--- config.mk ---
export PLATFORM = sky130hd
export DESIGN_NAME = trace_tx_flat
export DESIGN_NICKNAME = d
export VERILOG_FILES = /design/src/rtl/trace_pkg.sv /design/src/rtl/trace_tx_if.sv /design/src/rtl/trace_beat_ser.sv /design/src/rtl/trace_tx.sv /design/src/flat_wrapper.sv
export SDC_FILE = /design/constraint.sdc
export NUM_CORES = 1
export LEC_CHECK = 0
export ABC_AREA = 1
export CORE_ASPECT_RATIO = 0.75
export CORE_MARGIN = 5
export CORE_UTILIZATION = 36
export DETAILED_ROUTE_END_ITERATION = 10
export PLACE_DENSITY = 0.62
export SLEW_MARGIN = 15
export SYNTH_ARGS = -nofsm -noshare
export SYNTH_HDL_FRONTEND = slang
export SYNTH_SLANG_ARGS = --single-unit
--- constraint.sdc ---
create_clock -name traceClkin -period 11.5 [get_ports traceClkin]
set_input_delay 3.45 -clock traceClkin [delete_from_list [all_inputs] [get_ports traceClkin]]
set_output_delay 3.45 -clock traceClkin [all_outputs]
set_load 0.02 [all_outputs]
--- src/rtl/trace_pkg.sv ---
// Shared types and constants for the TPIU trace transmitter.
// Width-code helpers, sync words and the unit state enum.
package trace_pkg;

    localparam int FRAME_BITS = 128;

    localparam logic [31:0] TPIU_FSYNC = 32'h7FFF_FFFF;
    localparam logic [15:0] TPIU_HSYNC = 16'h7FFF;

    typedef enum logic [1:0] {
        ST_SYNC  = 2'd0,
        ST_FRAME = 2'd1,
        ST_IDLE  = 2'd2
    } state_t;

    // Pins used per edge for a width code.
    function automatic logic [2:0] w_of(input logic [1:0] code);
        case (code)
            2'd3:    return 3'd4;
            2'd2:    return 3'd2;
            default: return 3'd1;
        endcase
    endfunction

    // Beats needed to carry one byte for a width code.
    function automatic logic [2:0] bpb_of(input logic [1:0] code);
        case (code)
            2'd3:    return 3'd1;
            2'd2:    return 3'd2;
            default: return 3'd4;
        endcase
    endfunction

    // Length of each unit in bytes.
    function automatic logic [4:0] unit_bytes(input state_t s);
        case (s)
            ST_SYNC:  return 5'd4;
            ST_FRAME: return 5'd16;
            default:  return 5'd2;
        endcase
    endfunction

endpackage

--- src/rtl/trace_tx_if.sv ---
// Frame handshake bundle between a frame source and the transmitter.
// Source is master; the transmitter is slave.
interface trace_tx_if;
    import trace_pkg::*;

    logic                  FrValid;
    logic [FRAME_BITS-1:0] Frame;
    logic                  FrReady;

    modport master (output FrValid, output Frame, input FrReady);
    modport slave  (input FrValid, input Frame, output FrReady);

endinterface

--- src/rtl/trace_beat_ser.sv ---
// Byte-to-beat serialiser: picks the 2w bits of the current beat,
// LSB first, and zeroes every pin at or above w.
module trace_beat_ser
    import trace_pkg::*;
#(
    parameter int MAXBUSWIDTH = 4
) (
    input  logic [7:0]             i_byte,
    input  logic [1:0]             i_beat,
    input  logic [1:0]             i_wcode,
    output logic [MAXBUSWIDTH-1:0] o_a,
    output logic [MAXBUSWIDTH-1:0] o_b
);

    logic [2:0] w_w;
    logic [3:0] w_sh;
    logic [7:0] w_mask;
    logic [7:0] w_rem;
    logic [7:0] w_a8;
    logic [7:0] w_b8;

    // Drop the bits already sent, then split the rest into a/b halves
    always_comb begin
        w_w    = w_of(i_wcode);
        w_sh   = 4'(w_w) * {2'b00, i_beat};
        w_mask = (8'd1 << w_w) - 8'd1;
        w_rem  = i_byte >> {w_sh, 1'b0};
        w_a8   = w_rem & w_mask;
        w_b8   = (w_rem >> w_w) & w_mask;
    end

    assign o_a = w_a8[MAXBUSWIDTH-1:0];
    assign o_b = w_b8[MAXBUSWIDTH-1:0];

endmodule

--- src/rtl/trace_tx.sv ---
// TPIU trace port transmitter: sends sync, frame and idle units
// back to back onto a DDR trace bus of 1, 2 or 4 pins per edge.
module trace_tx
    import trace_pkg::*;
#(
    parameter int MAXBUSWIDTH = 4,
    parameter int SYNC_BITS   = 20
) (
    input  logic                   traceClkin,
    input  logic                   rst,
    input  logic [1:0]             width,
    trace_tx_if.slave              fr,
    output logic [MAXBUSWIDTH-1:0] traceDouta,
    output logic [MAXBUSWIDTH-1:0] traceDoutb,
    output logic                   syncOut,
    output logic                   idle
);

    state_t                 r_state;
    logic [3:0]             r_byte;
    logic [1:0]             r_beat;
    logic [1:0]             r_wc;
    logic [FRAME_BITS-1:0]  r_shreg;
    logic [SYNC_BITS-1:0]   r_cnt;
    logic                   r_due;
    logic [MAXBUSWIDTH-1:0] r_douta;
    logic [MAXBUSWIDTH-1:0] r_doutb;
    logic                   r_sync;
    logic                   r_idle;

    logic                   w_last_beat;
    logic                   w_last;
    logic                   w_first;
    logic                   w_sync_sel;
    logic                   w_ready;
    logic                   w_take;
    logic [7:0]             w_cur_byte;
    logic [MAXBUSWIDTH-1:0] w_a;
    logic [MAXBUSWIDTH-1:0] w_b;

    assign w_last_beat = ({1'b0, r_beat} == (bpb_of(r_wc) - 3'd1));
    assign w_last      = w_last_beat &&
                         ({1'b0, r_byte} == (unit_bytes(r_state) - 5'd1));
    assign w_first     = (r_byte == 4'd0) && (r_beat == 2'd0);
    assign w_sync_sel  = r_due || (width != r_wc);
    assign w_ready     = !rst && w_last && !w_sync_sel;
    assign w_take      = w_ready && fr.FrValid;
    assign fr.FrReady  = w_ready;

    // Byte of the current unit that is being serialised
    always_comb begin
        w_cur_byte = r_shreg[FRAME_BITS-1 -: 8];
        case (r_state)
            ST_SYNC: w_cur_byte = TPIU_FSYNC[{r_byte[1:0], 3'b000} +: 8];
            ST_IDLE: w_cur_byte = TPIU_HSYNC[{r_byte[0], 3'b000} +: 8];
            default: w_cur_byte = r_shreg[FRAME_BITS-1 -: 8];
        endcase
    end

    trace_beat_ser #(
        .MAXBUSWIDTH (MAXBUSWIDTH)
    ) u_ser (
        .i_byte  (w_cur_byte),
        .i_beat  (r_beat),
        .i_wcode (r_wc),
        .o_a     (w_a),
        .o_b     (w_b)
    );

    // Unit FSM: emit current beat, advance pointer, pick next unit
    always_ff @(posedge traceClkin) begin
        if (rst) begin
            r_state <= ST_SYNC;
            r_byte  <= 4'd0;
            r_beat  <= 2'd0;
            r_wc    <= width;
            r_cnt   <= '1;
            r_due   <= 1'b0;
            r_douta <= '0;
            r_doutb <= '0;
            r_sync  <= 1'b0;
            r_idle  <= 1'b0;
        end else begin
            r_douta <= w_a;
            r_doutb <= w_b;
            r_sync  <= (r_state == ST_SYNC) && w_first;
            r_idle  <= (r_state == ST_IDLE);

            if ((r_state == ST_SYNC) && w_first) begin
                r_cnt <= '1;
                r_due <= 1'b0;
            end else if (r_cnt == '0) begin
                r_due <= 1'b1;
            end else begin
                r_cnt <= r_cnt - SYNC_BITS'(1);
            end

            if (w_last) begin
                r_byte <= 4'd0;
                r_beat <= 2'd0;
                r_wc   <= width;
                if (w_sync_sel) begin
                    r_state <= ST_SYNC;
                end else if (w_take) begin
                    r_state <= ST_FRAME;
                    r_shreg <= fr.Frame;
                end else begin
                    r_state <= ST_IDLE;
                end
            end else if (w_last_beat) begin
                r_beat <= 2'd0;
                r_byte <= r_byte + 4'd1;
                if (r_state == ST_FRAME) begin
                    r_shreg <= {r_shreg[FRAME_BITS-9:0], 8'h00};
                end
            end else begin
                r_beat <= r_beat + 2'd1;
            end
        end
    end

    assign traceDouta = r_douta;
    assign traceDoutb = r_doutb;
    assign syncOut    = r_sync;
    assign idle       = r_idle;

endmodule

--- src/flat_wrapper.sv ---
// flat-port wrapper written by rule: the top's interface ports become plain ports
module trace_tx_flat import trace_pkg::*;
#(
    parameter int MAXBUSWIDTH = 4,
    parameter int SYNC_BITS   = 20
)
  (traceClkin, rst, width, traceDouta, traceDoutb, syncOut, idle, fr_FrValid, fr_Frame, fr_FrReady);
  trace_tx_if fr_i ();
  input  logic traceClkin;
  input  logic rst;
  input  logic [1:0] width;
  output logic [MAXBUSWIDTH-1:0] traceDouta;
  output logic [MAXBUSWIDTH-1:0] traceDoutb;
  output logic syncOut;
  output logic idle;
  input wire logic [$bits(fr_i.FrValid)-1:0] fr_FrValid;
  input wire logic [$bits(fr_i.Frame)-1:0] fr_Frame;
  output wire logic [$bits(fr_i.FrReady)-1:0] fr_FrReady;
  assign fr_i.FrValid = fr_FrValid;
  assign fr_i.Frame = fr_Frame;
  assign fr_FrReady = fr_i.FrReady;
  trace_tx #(.MAXBUSWIDTH(MAXBUSWIDTH), .SYNC_BITS(SYNC_BITS)) u_core (.traceClkin(traceClkin), .rst(rst), .width(width), .fr(fr_i), .traceDouta(traceDouta), .traceDoutb(traceDoutb), .syncOut(syncOut), .idle(idle));
endmodule
* Word-level counts from Yosys, hierarchy flattened
Cells that the tools add are included.
** Storage, ports and cells
- Register bits after elaboration :: 169
- Input port bits :: 133
- Output and inout bits :: 11
- Logic and storage cells :: 68
** Cells by class
- $add $sub $neg :: 6
- Multiply operators :: 1
- Eq/ne operators :: 9
- Shift-type cells :: 5
- Multiplexer cells :: 13
- Bitwise operators :: 3
- Reductions and logical operators :: 20
** Operator list (count)
- 128-bit two-way mux :: 5
- 32-bit by 6-bit variable part select with 8-bit output, first input constant :: 1
- 20-bit logical NOT :: 1
- 20-bit by 1-bit subtractor with 20-bit output, second input constant :: 1
- 8-bit case mux with 2 select lines :: 1
- 16-bit by 5-bit variable part select with 8-bit output, first input constant :: 1
- 3-bit case mux with 2 select lines :: 2
- 5-bit case mux with 2 select lines :: 1
- 4-bit AND :: 2
- 2-bit two-way mux :: 4
- 8-bit by 3-bit right shift with 4-bit output :: 1
- 8-bit by 5-bit right shift with 8-bit output :: 1
- 2-bit == test, second input constant :: 3
- 1-bit logical AND :: 6
- 2-bit nonzero test :: 3
- 4-bit by 5-bit == test with 1-bit output :: 1
- 5-bit AND reduction :: 1
- 5-bit by 1-bit subtractor with 5-bit output, second input constant :: 1
- 4-bit by 1-bit adder with 4-bit output, second input constant :: 1
- 2-bit logical NOT :: 2
- 4-bit logical NOT :: 1
- 3-bit by 2-bit multiplier with 4-bit output :: 1
- 2-bit != test, second input constant :: 2
- 2-bit OR reduction :: 2
- 11 further kinds :: 12

* Longest topological paths before layout
- Word-level depth :: 11
- Depth in mapped cells :: 16
- Mapped depth without buffers :: 16

* By module
From an unflattened synthesis, not the netlist that was laid out.
** Unflattened totals
- Cells, all modules :: 925
- Area total of the unflattened synthesis :: 7937.6 um^2
** Modules (own cells, without submodules)
- trace_tx :: instances 1, cells an instance 853, area an instance 7557.2 um^2, sequential area each 4684.5 um^2
- trace_beat_ser :: instances 1, cells an instance 72, area an instance 380.4 um^2, sequential area each 0.0 um^2

* Least setup slack after synthesis
OpenSTA, ideal clock, no wires.
- Path type :: input port to flip-flop
- From :: input port rst
- To :: register u_core.r_shreg[0], enable pin
- Setup time :: 0.657 ns
- Data arrival time :: 10.306 ns
- Data required time :: 10.843 ns
- Slack :: 0.537 ns
- Stages on the path :: 7
- Path buffers :: 0
- Cells stage by stage :: inv_1 > nand3_1 > nor3_1 > nand2_1 > inv_1 > nand2_1 > a21oi_1
** Between the ends
- Longest elaborated chain between the ends :: 6
- Elaborated cells on any way between the ends :: 7
- Classes of those cells :: eq/ne (1); bitwise (1); reduce/logical (5)
** RTL lines
- start: declaration :: line flat_wrapper.sv:10 : input logic rst;
- 1-bit logical NOT :: line trace_tx.sv:46 : assign w_ready = !rst && w_last && !w_sync_sel;
- 1-bit logical AND (2 in a row) :: line trace_tx.sv:46
- net fr_FrReady :: line flat_wrapper.sv:18 : output wire logic [$bits(fr_i.FrReady)-1:0] fr_FrReady;
- 1-bit logical AND :: line trace_tx.sv:47 : assign w_take = w_ready && fr.FrValid;
- 2-bit != test (no source line)
- 5-bit AND reduction (no source line)
- end signal: assignment :: line trace_tx.sv:106 : r_shreg <= fr.Frame;
- end signal: assignment :: line trace_tx.sv:114 : r_shreg <= {r_shreg[FRAME_BITS-9:0], 8'h00};
- end: declaration :: line trace_tx.sv:23 : logic [FRAME_BITS-1:0] r_shreg;
The timed path passes the listed nets, and every way through them passes these cells.
A chain may end at the register's enable or synchronous reset.

* Worst setup path in the final report
- From :: input port rst
- To :: output port fr_FrReady
** Between the ends
- Longest elaborated chain between the ends :: 3
** RTL lines (line)
- 1-bit logical NOT :: trace_tx.sv:46
- 1-bit logical AND (2 in a row) :: trace_tx.sv:46
- end: declaration :: flat_wrapper.sv:18
Every way passes these cells.

==> impl_results.md <==
* Routed vias at 5820
* Placed insts at 1255
* CTS H-tree lvls at 4
* Most used flip-flop cell after synthesis: edfxtp_1
* Initial core utilization at 36.3%
* Final hold violations at 0
* IO Port Bufs at 143
* Largest net degree at the start of global routing at 84
* Lkg Pwr at 4.04 nW
* Synth cell count leaders: 438 x nand2_1, 130 x edfxtp_1, 61 x nor2_1
* Max incr delay on CP at 650 ps
* Top cells by area, synth: edfxtp_1 51%, nand2_1 22%, dfxtp_1 10%, nor2_1 3.0%, inv_1 2.1%
* Max Freq at 0.112 GHz
* Io pins at 144
* CTS tree: built
* DR WL/cell at 13.4 um
* Top-count cell post-synth: nand2_1
* P&R area growth vs syn at 29.6%
* CTS resizes at 0
* Sequential fraction of the synthesis area at 61.5%
* Setup TNS Final at 0 ps
* Final nets at 1128
* Chip Width at 178 um
* Setup bufs post-CTS at 0
* Crit path max fanout at 11
* Peak supply drop at 0.0794 mV
* CP cell instances: clkdlybuf4s50_1, inv_1, nand3_1, nor3_1, nand2_1, inv_1, clkdlybuf4s50_1
* Fin crit period at 8970 ps
* Clock slew seen by the registers of the worst setup and hold paths at 60 ps
* Synthesized net count at 993
* Via density at 4.52
* Die Y at 136 um
* Hold-fix buffers at CTS at 0
* Critical Path AT at 5520 ps
* Final WS setup at 2530 ps
* Total power at 0.00132 W
* Max-slew violations at 0
* Slew margin rel. at 29.2%
* Post-synth EDFFs at 130
* Top-area cell type share of the netlist area at 51.3%
* Antenna violations before repair at 1
* Worst-Skew Late Latency at 420 ps
* CP Buf/Inv Count at 4
* Top delay family on crit path: buffers and inverters
* YS warnings at 0
* CP max-delay cell: clkdlybuf4s50_1
* Critical Path RT at 8050 ps
* Global placer's final weighted congestion at 0.852
* Non-filler cells, final at 1287
* Final global-route overflow total at 0
* Worst clock skew at 8.21 ps
* Pre-CTS WS at 2560 ps
* # setup viols final at 0
* Period utilization at 78.0%
* Crit path kind: input port to output port
* Post-route ant nets at 0
* Gr usage total at 14.7%
* Worst slew pin tran at 1060 ps
* Die area at 0.0242 mm^2
* DRC Markers at 0
* Netlist Area Pre-Place at 0.00761 mm^2
* Clock root buffer: clkbuf_16
* Crit start category: input port
* Post-synth top area cell: edfxtp_1
* Fraction of layout cells with a size suffix above 1 at 4.40%
* RSZ-0062 raised after global routing: false
* Cells after Synth at 851
* FF+latch count, synth at 169
* Hold slack at 484 ps
* Post-synthesis cell type count at 30
* HPWL Detailed at 12000 um
* Router iterations before antenna repair at 5
* Ant. Diodes at 0
* Total of max-cap violations at 0
* Asr flop ratio synth at 0%
* Syn Area/Cell at 8.94 um^2
* Global-route wire length before repair at 28200 um
* Iteration-0 DRC Markers at 471
* Outcome: finished, final reports clean
* CTS sink cnt at 169
* Clk buf depth at 2
* Cts bufs inserted at 17
* Power Dens Cells at 133 mW/mm^2
* Hold Path Class: register to register
* Core Area at 0.0210 mm^2
* Kind of end point of the critical path: output port
* Number of global-route vias before repair at 5769
* Cell Rows at 46
* Routed wire length at 17300 um
-- power breakdown --
part           internal [W]  leakage [nW]  switching [W]
clock              0.000320         0.277       0.000241
combinational     0.0000565          2.27      0.0000399
sequential         0.000655          1.49     0.00000438
total               0.00103          4.04       0.000285
-- state kept, by name (all words and copies together) (netlist names) --
| register | cells |
|---|---|
| u_core.r_byte | 4 |
| u_core.traceDoutb | 4 |
| u_core.r_wc | 2 |
| u_core.traceDouta | 4 |
| u_core.r_cnt | 20 |
| u_core.r_beat | 2 |
| u_core.idle | 1 |
| u_core.r_shreg | 128 |
| u_core.r_due | 1 |
| u_core.syncOut | 1 |
| u_core.r_state | 2 |
-- area by class of cell --
cell class                 count  area (um^2)
inverter                      45          169
sequential                   169         4680
timing repair buffer         148         1470
multi-input combinational    605         2610
clock inverter                15          149
tap                          288          360
clock buffer                  17          425
fill                        2082        11100
-- final timing paths --
check | cells past startpoint | to | from | slack [ps]
setup / recovery | 7 | fr_FrReady | rst | 2530
hold / removal | 2 | u_core.r_due | u_core.r_due | 480
setup reg to reg | 12 | u_core.r_shreg[33] | u_core.r_wc[1] | 6880
hold reg to reg | 2 | u_core.r_due | u_core.r_due | 480
-- layer usage --
metal / vias up / track usage (%) / routed length (um)
li1: 3001 / - / -
met1: 2652 / 19.7 / 8150
met2: 153 / 22.6 / 7610
met3: 12 / 5.42 / 1350
met4: 2 / 3.99 / 132
met5: - / 0 / 7
-- metrics by stage --
step	instance area [um^2]	utilization, %
final	9860	47.1
after global routing	9860	47.1
after CTS	9860	47.1
after detailed placement	9290	44.3
after global placement	9290	44.3
after floorplan	7610	-
-- placed cells by master (no fill, tap or decap), types with 2 or more instances in the layout --
master / count
nand2_1: 438
clkdlybuf4s50_1: 143
edfxtp_1: 130
nor2_1: 61
inv_1: 43
dfxtp_1: 39
nand3_1: 21
clkbuf_16: 17
a21oi_1: 12
o21ai_0: 11
xnor2_1: 10
nor3_1: 9
nand4_1: 8
ha_1: 8
xor2_1: 6
buf_4: 5
or2_2: 4
clkinv_1: 3
o211ai_1: 3
clkinv_2: 3
inv_6: 3
o21ai_1: 2
bufinv_16: 2
clkinvlp_4: 2
-- cells by family after synthesis --
group           synth area share [%]
compound gates                  2.38
xor+xnor                        1.84
fa+ha+maj                       1.58
buf+inv                         4.59
flops                           61.5
simple gates                    28.1
-- worst min-delay path, cell delays in order (launching register included) --
cell,delay (ps)
dfxtp_1,300
inv_1,80
a21oi_1,60
Note: power is estimated with default switching activity, not from simulation.
